File: config.mk
export PLATFORM = sky130hd
export DESIGN_NAME = exec_stage_flat
export DESIGN_NICKNAME = d
export VERILOG_FILES = /design/src/rtl/exec_pkg.sv /design/src/rtl/exec_stage_if.sv /design/src/rtl/exec_mul.sv /design/src/rtl/exec_stage.sv /design/src/flat_wrapper.sv
export SDC_FILE = /design/constraint.sdc
export NUM_CORES = 1
export LEC_CHECK = 0
export CORE_MARGIN = 1.5
export CORE_UTILIZATION = 50
export DETAILED_ROUTE_END_ITERATION = 12
export PLACE_DENSITY = 0.79
export SYNTH_ARGS = -nofsm -noshare
export SYNTH_HDL_FRONTEND = slang
export SYNTH_HIERARCHICAL = 1
export SYNTH_SLANG_ARGS = --single-unit
File: constraint.sdc
create_clock -name clock -period 2 [get_ports clock]
set_clock_uncertainty 0.05 [all_clocks]
set_input_delay 0.5 -clock clock [delete_from_list [all_inputs] [get_ports clock]]
set_output_delay 0.5 -clock clock [all_outputs]
set_load 0.05 [all_outputs]
File: src/rtl/exec_pkg.sv
// Shared definitions for the execute stage.
// Holds the opcode enumeration, the FSM state type and the default
// datapath/address widths. The MUL state exists only when the
// EXEC_STAGE_MUL_EN macro is defined.
package exec_pkg;

  localparam int DEF_WIDTH = 8;
  localparam int DEF_AW    = 8;

  typedef enum logic [2:0] {
    OP_ADD  = 3'd0,
    OP_SUB  = 3'd1,
    OP_AND  = 3'd2,
    OP_OR   = 3'd3,
    OP_XOR  = 3'd4,
    OP_SHL  = 3'd5,
    OP_MUL  = 3'd6,
    OP_PASS = 3'd7
  } op_t;

`ifdef EXEC_STAGE_MUL_EN
  typedef enum logic [1:0] {
    S_IDLE = 2'd0,
    S_MUL  = 2'd1,
    S_WB   = 2'd2
  } state_t;
`else
  typedef enum logic [1:0] {
    S_IDLE = 2'd0,
    S_WB   = 2'd2
  } state_t;
`endif

endpackage

File: src/rtl/exec_stage_if.sv
// Operation/writeback bundle of the execute stage.
// master: upstream + register-file side (drives in_valid/op/rd0/rd1/dst,
//         observes in_ready, we/a2/wd and the flags).
// slave : the execute stage itself.
interface exec_stage_if #(
  parameter int WIDTH = 8,
  parameter int AW    = 8
);
  logic             in_valid;
  logic             in_ready;
  logic [2:0]       op;
  logic [WIDTH-1:0] rd0;
  logic [WIDTH-1:0] rd1;
  logic [AW-1:0]    dst;
  logic             we;
  logic [AW-1:0]    a2;
  logic [WIDTH-1:0] wd;
  logic             flag_z;
  logic             flag_c;

  modport master (
    output in_valid, op, rd0, rd1, dst,
    input  in_ready, we, a2, wd, flag_z, flag_c
  );

  modport slave (
    input  in_valid, op, rd0, rd1, dst,
    output in_ready, we, a2, wd, flag_z, flag_c
  );
endinterface

File: src/rtl/exec_mul.sv
// Iterative shift-add multiplier, one multiplier bit per cycle, LSB first.
// Ports: clock, reset (async, active-high); start loads a/b; busy is high
// for WIDTH cycles; done marks the last of those cycles, during which
// product already carries the final (low WIDTH bits) result.
module exec_mul #(
  parameter int WIDTH = 8
) (
  input  logic             clock,
  input  logic             reset,
  input  logic             start,
  input  logic [WIDTH-1:0] a,
  input  logic [WIDTH-1:0] b,
  output logic             busy,
  output logic             done,
  output logic [WIDTH-1:0] product
);
  localparam int CW = $clog2(WIDTH + 1);

  logic [WIDTH-1:0] mcand;
  logic [WIDTH-1:0] mplier;
  logic [WIDTH-1:0] acc;
  logic [WIDTH-1:0] acc_next;
  logic [CW-1:0]    cnt;

  always_comb begin
    acc_next = acc;
    if (mplier[0]) acc_next = acc + mcand;
  end

  // product is the accumulator after the current step, so the caller can
  // register it on the same edge that consumes the final multiplier bit.
  assign product = acc_next;
  assign busy    = (cnt != '0);
  assign done    = (cnt == CW'(1));

  always_ff @(posedge clock or posedge reset) begin
    if (reset) begin
      mcand  <= '0;
      mplier <= '0;
      acc    <= '0;
      cnt    <= '0;
    end else if (start) begin
      mcand  <= a;
      mplier <= b;
      acc    <= '0;
      cnt    <= CW'(WIDTH);
    end else if (busy) begin
      acc    <= acc_next;
      mcand  <= mcand << 1;
      mplier <= mplier >> 1;
      cnt    <= cnt - CW'(1);
    end
  end
endmodule

File: src/rtl/exec_stage.sv
// Execute stage: accepts one operation when idle, computes it and issues a
// single register-file write, updating zero/carry flags as it leaves WB.
// Ports: clock, reset (async, active-high), bus (exec_stage_if.slave:
// in_valid/in_ready handshake, op/rd0/rd1/dst operation, we/a2/wd write
// port, flag_z/flag_c).
// Macro EXEC_STAGE_MUL_EN: compiles in the iterative multiplier and the MUL
// state; without it op 6 is accepted and silently dropped.
module exec_stage
  import exec_pkg::*;
#(
  parameter int WIDTH = DEF_WIDTH,
  parameter int AW    = DEF_AW
) (
  input logic         clock,
  input logic         reset,
  exec_stage_if.slave bus
);
  state_t           state;
  logic             we_q;
  logic [AW-1:0]    a2_q;
  logic [WIDTH-1:0] wd_q;
  logic             z_q;
  logic             c_q;
  logic             arith_q;
  logic             carry_q;

  logic             accept;
  op_t              op_in;
  logic [WIDTH:0]   ext;
  logic [WIDTH-1:0] alu_res;
  logic             alu_carry;

  assign op_in  = op_t'(bus.op);
  assign accept = (state == S_IDLE) && bus.in_valid;

  always_comb begin
    ext       = '0;
    alu_res   = '0;
    alu_carry = 1'b0;
    case (op_in)
      OP_ADD: begin
        ext       = {1'b0, bus.rd0} + {1'b0, bus.rd1};
        alu_res   = ext[WIDTH-1:0];
        alu_carry = ext[WIDTH];
      end
      OP_SUB: begin
        // Top bit of the widened difference is the borrow out.
        ext       = {1'b0, bus.rd0} - {1'b0, bus.rd1};
        alu_res   = ext[WIDTH-1:0];
        alu_carry = ext[WIDTH];
      end
      OP_AND:  alu_res = bus.rd0 & bus.rd1;
      OP_OR:   alu_res = bus.rd0 | bus.rd1;
      OP_XOR:  alu_res = bus.rd0 ^ bus.rd1;
      OP_SHL:  alu_res = bus.rd0 << bus.rd1[2:0];
      OP_MUL:  alu_res = '0;
      OP_PASS: alu_res = bus.rd0;
      default: alu_res = '0;
    endcase
  end

`ifdef EXEC_STAGE_MUL_EN
  logic             mul_start;
  logic             mul_busy;
  logic             mul_done;
  logic [WIDTH-1:0] mul_product;

  assign mul_start = accept && (op_in == OP_MUL);

  exec_mul #(.WIDTH(WIDTH)) u_mul (
    .clock   (clock),
    .reset   (reset),
    .start   (mul_start),
    .a       (bus.rd0),
    .b       (bus.rd1),
    .busy    (mul_busy),
    .done    (mul_done),
    .product (mul_product)
  );
`endif

  always_ff @(posedge clock or posedge reset) begin
    if (reset) begin
      state   <= S_IDLE;
      we_q    <= 1'b0;
      a2_q    <= '0;
      wd_q    <= '0;
      z_q     <= 1'b0;
      c_q     <= 1'b0;
      arith_q <= 1'b0;
      carry_q <= 1'b0;
    end else begin
      case (state)
        S_IDLE: begin
          if (accept) begin
`ifdef EXEC_STAGE_MUL_EN
            a2_q    <= bus.dst;
            arith_q <= (op_in == OP_ADD) || (op_in == OP_SUB);
            carry_q <= alu_carry;
            if (op_in == OP_MUL) begin
              state <= S_MUL;
            end else begin
              state <= S_WB;
              we_q  <= 1'b1;
              wd_q  <= alu_res;
            end
`else
            if (op_in != OP_MUL) begin
              a2_q    <= bus.dst;
              arith_q <= (op_in == OP_ADD) || (op_in == OP_SUB);
              carry_q <= alu_carry;
              state   <= S_WB;
              we_q    <= 1'b1;
              wd_q    <= alu_res;
            end
`endif
          end
        end
`ifdef EXEC_STAGE_MUL_EN
        S_MUL: begin
          if (mul_done) begin
            state <= S_WB;
            we_q  <= 1'b1;
            wd_q  <= mul_product;
          end else if (!mul_busy) begin
            // Multiplier idle without finishing: recover rather than hang.
            state <= S_IDLE;
          end
        end
`endif
        S_WB: begin
          // Flags are committed only once the write completes, so a reset
          // that cuts WB short leaves them untouched by the abandoned op.
          state <= S_IDLE;
          we_q  <= 1'b0;
          z_q   <= (wd_q == '0);
          if (arith_q) c_q <= carry_q;
        end
        default: begin
          state <= S_IDLE;
          we_q  <= 1'b0;
        end
      endcase
    end
  end

  assign bus.in_ready = (state == S_IDLE);
  assign bus.we       = we_q;
  assign bus.a2       = a2_q;
  assign bus.wd       = wd_q;
  assign bus.flag_z   = z_q;
  assign bus.flag_c   = c_q;
endmodule

File: src/flat_wrapper.sv
// flat-port wrapper written by rule: the top's interface ports become plain ports
module exec_stage_flat import exec_pkg::*;
#(
  parameter int WIDTH = DEF_WIDTH,
  parameter int AW    = DEF_AW
)
  (clock, reset, bus_in_valid, bus_op, bus_rd0, bus_rd1, bus_dst, bus_in_ready, bus_we, bus_a2, bus_wd, bus_flag_z, bus_flag_c);
  exec_stage_if #(.WIDTH(WIDTH), .AW(AW)) bus_i ();
  input logic clock;
  input logic reset;
  input wire logic [$bits(bus_i.in_valid)-1:0] bus_in_valid;
  input wire logic [$bits(bus_i.op)-1:0] bus_op;
  input wire logic [$bits(bus_i.rd0)-1:0] bus_rd0;
  input wire logic [$bits(bus_i.rd1)-1:0] bus_rd1;
  input wire logic [$bits(bus_i.dst)-1:0] bus_dst;
  output wire logic [$bits(bus_i.in_ready)-1:0] bus_in_ready;
  output wire logic [$bits(bus_i.we)-1:0] bus_we;
  output wire logic [$bits(bus_i.a2)-1:0] bus_a2;
  output wire logic [$bits(bus_i.wd)-1:0] bus_wd;
  output wire logic [$bits(bus_i.flag_z)-1:0] bus_flag_z;
  output wire logic [$bits(bus_i.flag_c)-1:0] bus_flag_c;
  assign bus_i.in_valid = bus_in_valid;
  assign bus_i.op = bus_op;
  assign bus_i.rd0 = bus_rd0;
  assign bus_i.rd1 = bus_rd1;
  assign bus_i.dst = bus_dst;
  assign bus_in_ready = bus_i.in_ready;
  assign bus_we = bus_i.we;
  assign bus_a2 = bus_i.a2;
  assign bus_wd = bus_i.wd;
  assign bus_flag_z = bus_i.flag_z;
  assign bus_flag_c = bus_i.flag_c;
  exec_stage #(.WIDTH(WIDTH), .AW(AW)) u_core (.clock(clock), .reset(reset), .bus(bus_i));
endmodule
==> flow_metrics.env, run 1 <==
export IMPL_maxSlewViolCount=0
export IMPL_end_kind="flip-flop"
export IMPL_dpl_worst_slack_ns=-0.909
export IMPL_setup_viol=6
export IMPL_power_frac_seq=0.252
export IMPL_finalHoldViolCount=0
export IMPL_cp_max_fo=3
export IMPL_track_usage=0.374
export IMPL_final_nets=498
export IMPL_routedWlPerCell_um=24.3
export IMPL_drtAntennaViolNets=0
export IMPL_grt_pass1_vias=3020
export IMPL_timing_rr_end="u_core/bus.wd[7]$_DFFE_PP0P_"
export IMPL_vias_per_cell=6.79
export IMPL_start_util=0.530
export IMPL_wl_um=11900
export IMPL_ys_seq_elements=21
export IMPL_status="finished with violations"
export IMPL_reg2reg_slack_ns=0.24
export IMPL_synth_fp_nets=359
export IMPL_cts_path_max_buffers=2
export IMPL_r2r_start="u_core/bus.we$_DFFE_PP0P_"
export IMPL_grt_pass1_wl_um=14900
export IMPL_antenna_found_initial=0
export IMPL_seqCellArea_um2=526
export IMPL_drive_above_1_share=0.487
export IMPL_met2WireLength_um=5680
export IMPL_grt_max_degree=22
export IMPL_crit_start="bus_rd1[2]"
export IMPL_cts_root_buffer="clkbuf_8"
export IMPL_synth_most_common_cell="nand2_1"
export IMPL_synth_area_um2=2350
export IMPL_fp_dieH_um=71.6
export IMPL_synth_edf_count=0
export IMPL_topRoutingLayerUsed="met4"
export IMPL_yosysWarnings=6
export IMPL_place_gp_congestion=0.973
export IMPL_yosysUniqueCellTypes=54
export IMPL_relSlewSlack=0.643
export IMPL_start_kind="input pin"
export IMPL_drt_initial_drc_count=434
export IMPL_p_per_area_nw_per_um2=543
export IMPL_switchingPower_mw=1.01
export IMPL_holdWs_ns=0.444
export IMPL_firstDrtPassIters=10
export IMPL_synth_area_per_cell_um2=7.82
export IMPL_clk_pin_slew_worst_paths_ns=0.08
export IMPL_drc=4
export IMPL_fin_ws_ns=-0.232
export IMPL_tightest_slew_ns=0.529
export IMPL_overflow=0
export IMPL_dr_wl_met3_um=1220
export IMPL_peakVddDrop_mv=0.447
export IMPL_pwr_share_comb=0.623
export IMPL_antenna_cells=0
export IMPL_crit_required_ns=2.09
export IMPL_p_leak_nw=1.97
export IMPL_grt_setup_unrepaired="yes"
export IMPL_reg2reg_depth=7
export IMPL_die_area_um2=5130
export IMPL_p_clk_frac=0.126
export IMPL_via_count=3334
export IMPL_cap_violations=0
export IMPL_hp_class="reg -> reg"
export IMPL_violations="DRC, setup timing"
export IMPL_critPathArrivalTime_ns=2.32
export IMPL_setup_worst_path_end="u_core/bus.wd[4]$_DFFE_PP0P_"
export IMPL_ys_async_sr_fraction=1.00
export IMPL_p_sw_frac=0.457
export IMPL_tritoncts="built"
export IMPL_worstSkewPairLatency_ns=0.26
export IMPL_tns_ns=-0.704
export IMPL_synthCells=301
export IMPL_yosys_area_top_type_share=0.223
export IMPL_cts_made_buffers=3
export IMPL_htree_levels=1
export IMPL_min_period_ns=2.23
export IMPL_areaGrowthSynthToFinish_pct=73.0
export IMPL_internal_power_mw=1.20
export IMPL_multiInputGateArea_um2=2000
export IMPL_fmax_ghz=0.448
export IMPL_synth_top_area_cell="dfrtp_1"
export IMPL_met1_length_um=3980
export IMPL_nFillCells=172
export IMPL_crit_type="in -> reg"
export IMPL_ctsHoldBuffers=0
export IMPL_synth_seq_area_share=0.223
export IMPL_io_pins=50
export IMPL_core_area_um2=4440
export IMPL_synth_commonest_cells="42 x nand2_1, 26 x ha_1, 25 x inv_1, 21 x a21oi_1, 21 x dfrtp_1"
export IMPL_hpwlAfterDp_um=6790
export IMPL_die_x_um=71.6
export IMPL_period_share=1.12
export IMPL_clkSinkCount=21
export IMPL_fp_row_count=24
export IMPL_yosys_top_cells_area="dfrtp_1 22%, ha_1 14%, nand2_1 6.7%"
export IMPL_synthFlopType="dfrtp_1"
export IMPL_io_buffer_count=49
-- final cells by class --
class / count / share of cell area
Multi-Input combinational cell: 235 / 0.492
Sequential cell: 21 / 0.129
Timing Repair Buffer: 152 / 0.317
Clock buffer: 3 / 0.0101
Inverter: 27 / 0.0347
Tap cell: 52 / 0.0160
Clock inverter: 1 / 0.00123
-- metrics by stage --
step / instances / total power, mW / utilization / instance area, um2
3_5_place_dp: 478 / 1.69 / 0.809 / 3590
6_report: 491 / 2.21 / 0.916 / 4070
3_3_place_gp: 478 / 1.65 / 0.809 / 3590
5_1_grt: 491 / 2.27 / 0.916 / 4070
4_1_cts: 486 / 2.04 / 0.877 / 3900
2_1_floorplan: 301 / 1.21 / - / 2480
-- what timing repair did --
action / CTS / global route
setup endpoints to repair: 9 / 8
pin swaps: 32 / 21
cloned: 0 / 0
buffers inserted: 5 / 7
resized for setup: 109 / 50
-- logic make-up after synthesis --
| group | synth area share |
|---|---|
| DFF | 0.223 |
| buffers and inverters | 0.0867 |
| adders and majority gates | 0.155 |
| and+or+nand+nor | 0.223 |
| xor gates and xnor gates | 0.0335 |
| muxes | 0.0346 |
| AOI/OAI and AO/OA | 0.243 |
-- worst max-delay path: stages --
cell and delay (ns):
buf_2 0.13, inv_2 0.06, buf_4 0.15, ha_1 0.22
o21bai_4 0.21, a21oi_1 0.31, xnor2_1 0.19, o21ai_1 0.13
o22ai_1 0.32, o21ai_1 0.10
-- routing by layer --
metal  global-route usage  vias to the layer above
li1                     -                     1336
met4                0.168                        0
met3               0.0563                      115
met2                0.674                      325
met5                    0                        -
met1                0.436                     1558
-- layout by cell type, fill, tap and decap left out, drive strengths merged, types with 4 or more instances in the layout --
cell type,count
a21o,5
a21oi,21
a221oi,4
a22oi,8
and3,4
buf,134
clkbuf,4
clkdlybuf4s50,10
dfrtp,21
dlygate4sd2,5
ha,26
inv,27
mux2i,7
nand2,42
nand2b,5
nand3,5
nor2,19
nor2b,10
nor3,5
nor4,4
o21ai,17
o22ai,9
xnor2,6
-- state kept, by name, indices dropped and copies added, names as in the netlist --
signal / cells
u_core/bus.a2: 8
u_core/bus.wd: 8
u_core/arith_q: 1
u_core/bus.flag_c: 1
u_core/bus.flag_z: 1
u_core/bus.we: 1
u_core/carry_q: 1
-- power by group through the flow --
stage                     clock, mW  combinational (mW)  sequential (mW)
after global routing          0.298                1.41            0.562
after CTS                     0.277                1.22            0.547
after floorplan                   0               0.428            0.783
final                         0.278                1.38            0.556
after global placement            0                1.10            0.550
after detailed placement          0                1.13            0.555
-- worst min-delay path by stage --
stage / slack (ns) / start / cells past startpoint / endpoint
after floorplan: 0.40 / u_core/arith_q$_DFFE_PP0P_ / 2 / u_core/arith_q$_DFFE_PP0P_
after global placement: 0.41 / u_core/bus.a2[5]$_DFFE_PP0P_ / 2 / u_core/bus.a2[5]$_DFFE_PP0P_
after detailed placement: 0.42 / u_core/arith_q$_DFFE_PP0P_ / 2 / u_core/arith_q$_DFFE_PP0P_
after CTS: 0.44 / u_core/arith_q$_DFFE_PP0P_ / 2 / u_core/arith_q$_DFFE_PP0P_
after global routing: 0.46 / u_core/bus.a2[3]$_DFFE_PP0P_ / 2 / u_core/bus.a2[3]$_DFFE_PP0P_
final: 0.44 / u_core/bus.a2[3]$_DFFE_PP0P_ / 2 / u_core/bus.a2[3]$_DFFE_PP0P_
(Power assumes the default switching activity.)
==> run 2: changes to the inputs <==
Settings changed: CAP_MARGIN set to 40, SKIP_CTS_REPAIR_TIMING set to 1.
Clock period 2 ns to 2.3 ns, I/O delays scaled along.
==> run 2 against run 1 <==
The flow finishes with violations (DRC). Worst hold slack worse by 0.014 ns. Register-to-register slack better by 0.30 ns. Clock-buffer cell count unchanged. Total power shrank 20%. Routed wire length shrank 29%. Via count shrank 16%. Utilization decreased by 6.2 points. First-iteration DRC count shrank 38%. Critical path depth is 1 higher.
==> flow_metrics.env, run 2 (synthesis results as in run 1) <==
export IMPL_cts_path_max_buffers=2
export IMPL_crit_type="in -> reg"
export IMPL_nFillCells=252
export IMPL_drt_initial_drc_count=270
export IMPL_die_x_um=71.6
export IMPL_cts_made_buffers=3
export IMPL_end_kind="flip-flop"
export IMPL_start_util=0.530
export IMPL_fp_row_count=24
export IMPL_fp_dieH_um=71.6
export IMPL_firstDrtPassIters=9
export IMPL_final_cell_mix="81 x buf_4, 41 x nand2_1, 34 x clkdlybuf4s50_1"
export IMPL_cts_root_buffer="clkbuf_8"
export IMPL_critPathArrivalTime_ns=2.36
export IMPL_hp_class="reg -> reg"
export IMPL_grt_pass1_wl_um=13000
export IMPL_routedWlPerCell_um=17.8
export IMPL_overflow=0
export IMPL_final_common_cell="buf_4"
export IMPL_clkSinkCount=21
export IMPL_hpwlAfterDp_um=6230
export IMPL_fmax_ghz=0.442
export IMPL_grt_max_degree=22
export IMPL_vias_per_cell=5.92
export IMPL_p_per_area_nw_per_um2=466
export IMPL_io_pins=50
export IMPL_finalHoldViolCount=0
export IMPL_drc=4
export IMPL_clk_pin_slew_worst_paths_ns=0.08
export IMPL_violations="DRC"
export IMPL_io_buffer_count=49
export IMPL_via_count=2813
export IMPL_drtAntennaViolNets=0
export IMPL_peakVddDrop_mv=0.349
export IMPL_track_usage=0.321
export IMPL_p_leak_nw=1.89
export IMPL_worstSkewPairLatency_ns=0.26
export IMPL_htree_levels=1
export IMPL_final_nets=482
export IMPL_drive_above_1_share=0.338
export IMPL_min_period_ns=2.26
export IMPL_crit_required_ns=2.40
export IMPL_holdWs_ns=0.431
export IMPL_die_area_um2=5130
export IMPL_antenna_found_initial=0
export IMPL_tns_ns=0
export IMPL_grt_pass1_vias=2700
export IMPL_finish_utilization=0.854
export IMPL_setup_viol=0
export IMPL_start_kind="input pin"
export IMPL_status="finished with violations"
export IMPL_period_share=0.983
export IMPL_cp_max_fo=4
export IMPL_core_area_um2=4440
export IMPL_fin_ws_ns=0.0401
export IMPL_maxSlewViolCount=0
export IMPL_tightest_slew_ns=0.525
export IMPL_wl_um=8470
export IMPL_cap_violations=0
export IMPL_relSlewSlack=0.649
export IMPL_place_gp_congestion=0.926
export IMPL_tritoncts="built"
export IMPL_dpl_worst_slack_ns=-0.734
export IMPL_areaGrowthSynthToFinish_pct=61.4
export IMPL_antenna_cells=0
## run 2: changes by cell type in the layout (fill, tap and decap cells not counted), sizes merged
cell           previous run  this run
dlymetal6s2s              2        13
clkdlybuf4s50            10        34
dlygate4sd2               5         0
buf                     134        88
## run 2: report_power, final
group	switching [mW]	internal, mW	leakage [nW]	total [mW]
logic	0.597	0.453	1.60	1.05
clock network	0.123	0.121	0.0255	0.243
registers	0.0456	0.431	0.261	0.477
## run 2: cell type report
class	count	area [um2]	share of cell area
Clock inverter	1	5.00	0.00132
Inverter	27	101	0.0267
Clock buffer	3	41.3	0.0109
Timing Repair Buffer	136	1200	0.317
Tap cell	52	65.1	0.0171
Sequential cell	21	526	0.138
Multi-Input combinational cell	235	1860	0.489
## run 2: final timing paths
| check | startpoint | to | slack [ns] | cells past startpoint |
|---|---|---|---|---|
| setup / recovery | bus_rd0[0] | u_core/carry_q$_DFFE_PP0P_ | 0.04 | 11 |
| hold / removal | u_core/bus.a2[5]$_DFFE_PP0P_ | u_core/bus.a2[5]$_DFFE_PP0P_ | 0.43 | 2 |
| setup reg to reg | u_core/bus.we$_DFFE_PP0P_ | u_core/bus.wd[7]$_DFFE_PP0P_ | 0.54 | 7 |
| hold reg to reg | u_core/bus.a2[5]$_DFFE_PP0P_ | u_core/bus.a2[5]$_DFFE_PP0P_ | 0.43 | 2 |
| max in group asynchronous | reset | u_core/bus.wd[1]$_DFFE_PP0P_ | 1.39 | 3 |
| min in group asynchronous | reset | u_core/bus.wd[7]$_DFFE_PP0P_ | 0.59 | 3 |
## run 2: worst max-delay path, cell delays in order
cell and delay [ns]:
dlymetal6s2s_1 0.14, buf_6 0.13, ha_4 0.16, inv_2 0.06
fa_2 0.23, nor2b_2 0.06, o211ai_1 0.29, nand2_1 0.13
a221oi_2 0.26, nor2_1 0.06, a221o_1 0.25
## run 2: metrics by stage
| step | area (um2) | cells | power, mW |
|---|---|---|---|
| finish | 3800 | 475 | 1.77 |
| global route | 3800 | 475 | 1.86 |
| CTS | 3510 | 474 | 1.69 |
| detailed placement | 3460 | 470 | 1.44 |
| global placement | 3460 | 470 | 1.42 |
| floorplan | 2350 | 301 | 1.03 |
## run 2: routing by layer
layer	global-route usage	up-vias	part of all wire
li1	-	1299	-
met1	0.426	1319	0.39
met2	0.555	172	0.51
met3	0.0366	23	0.079
met4	0.0860	0	0.022
met5	0	-	0
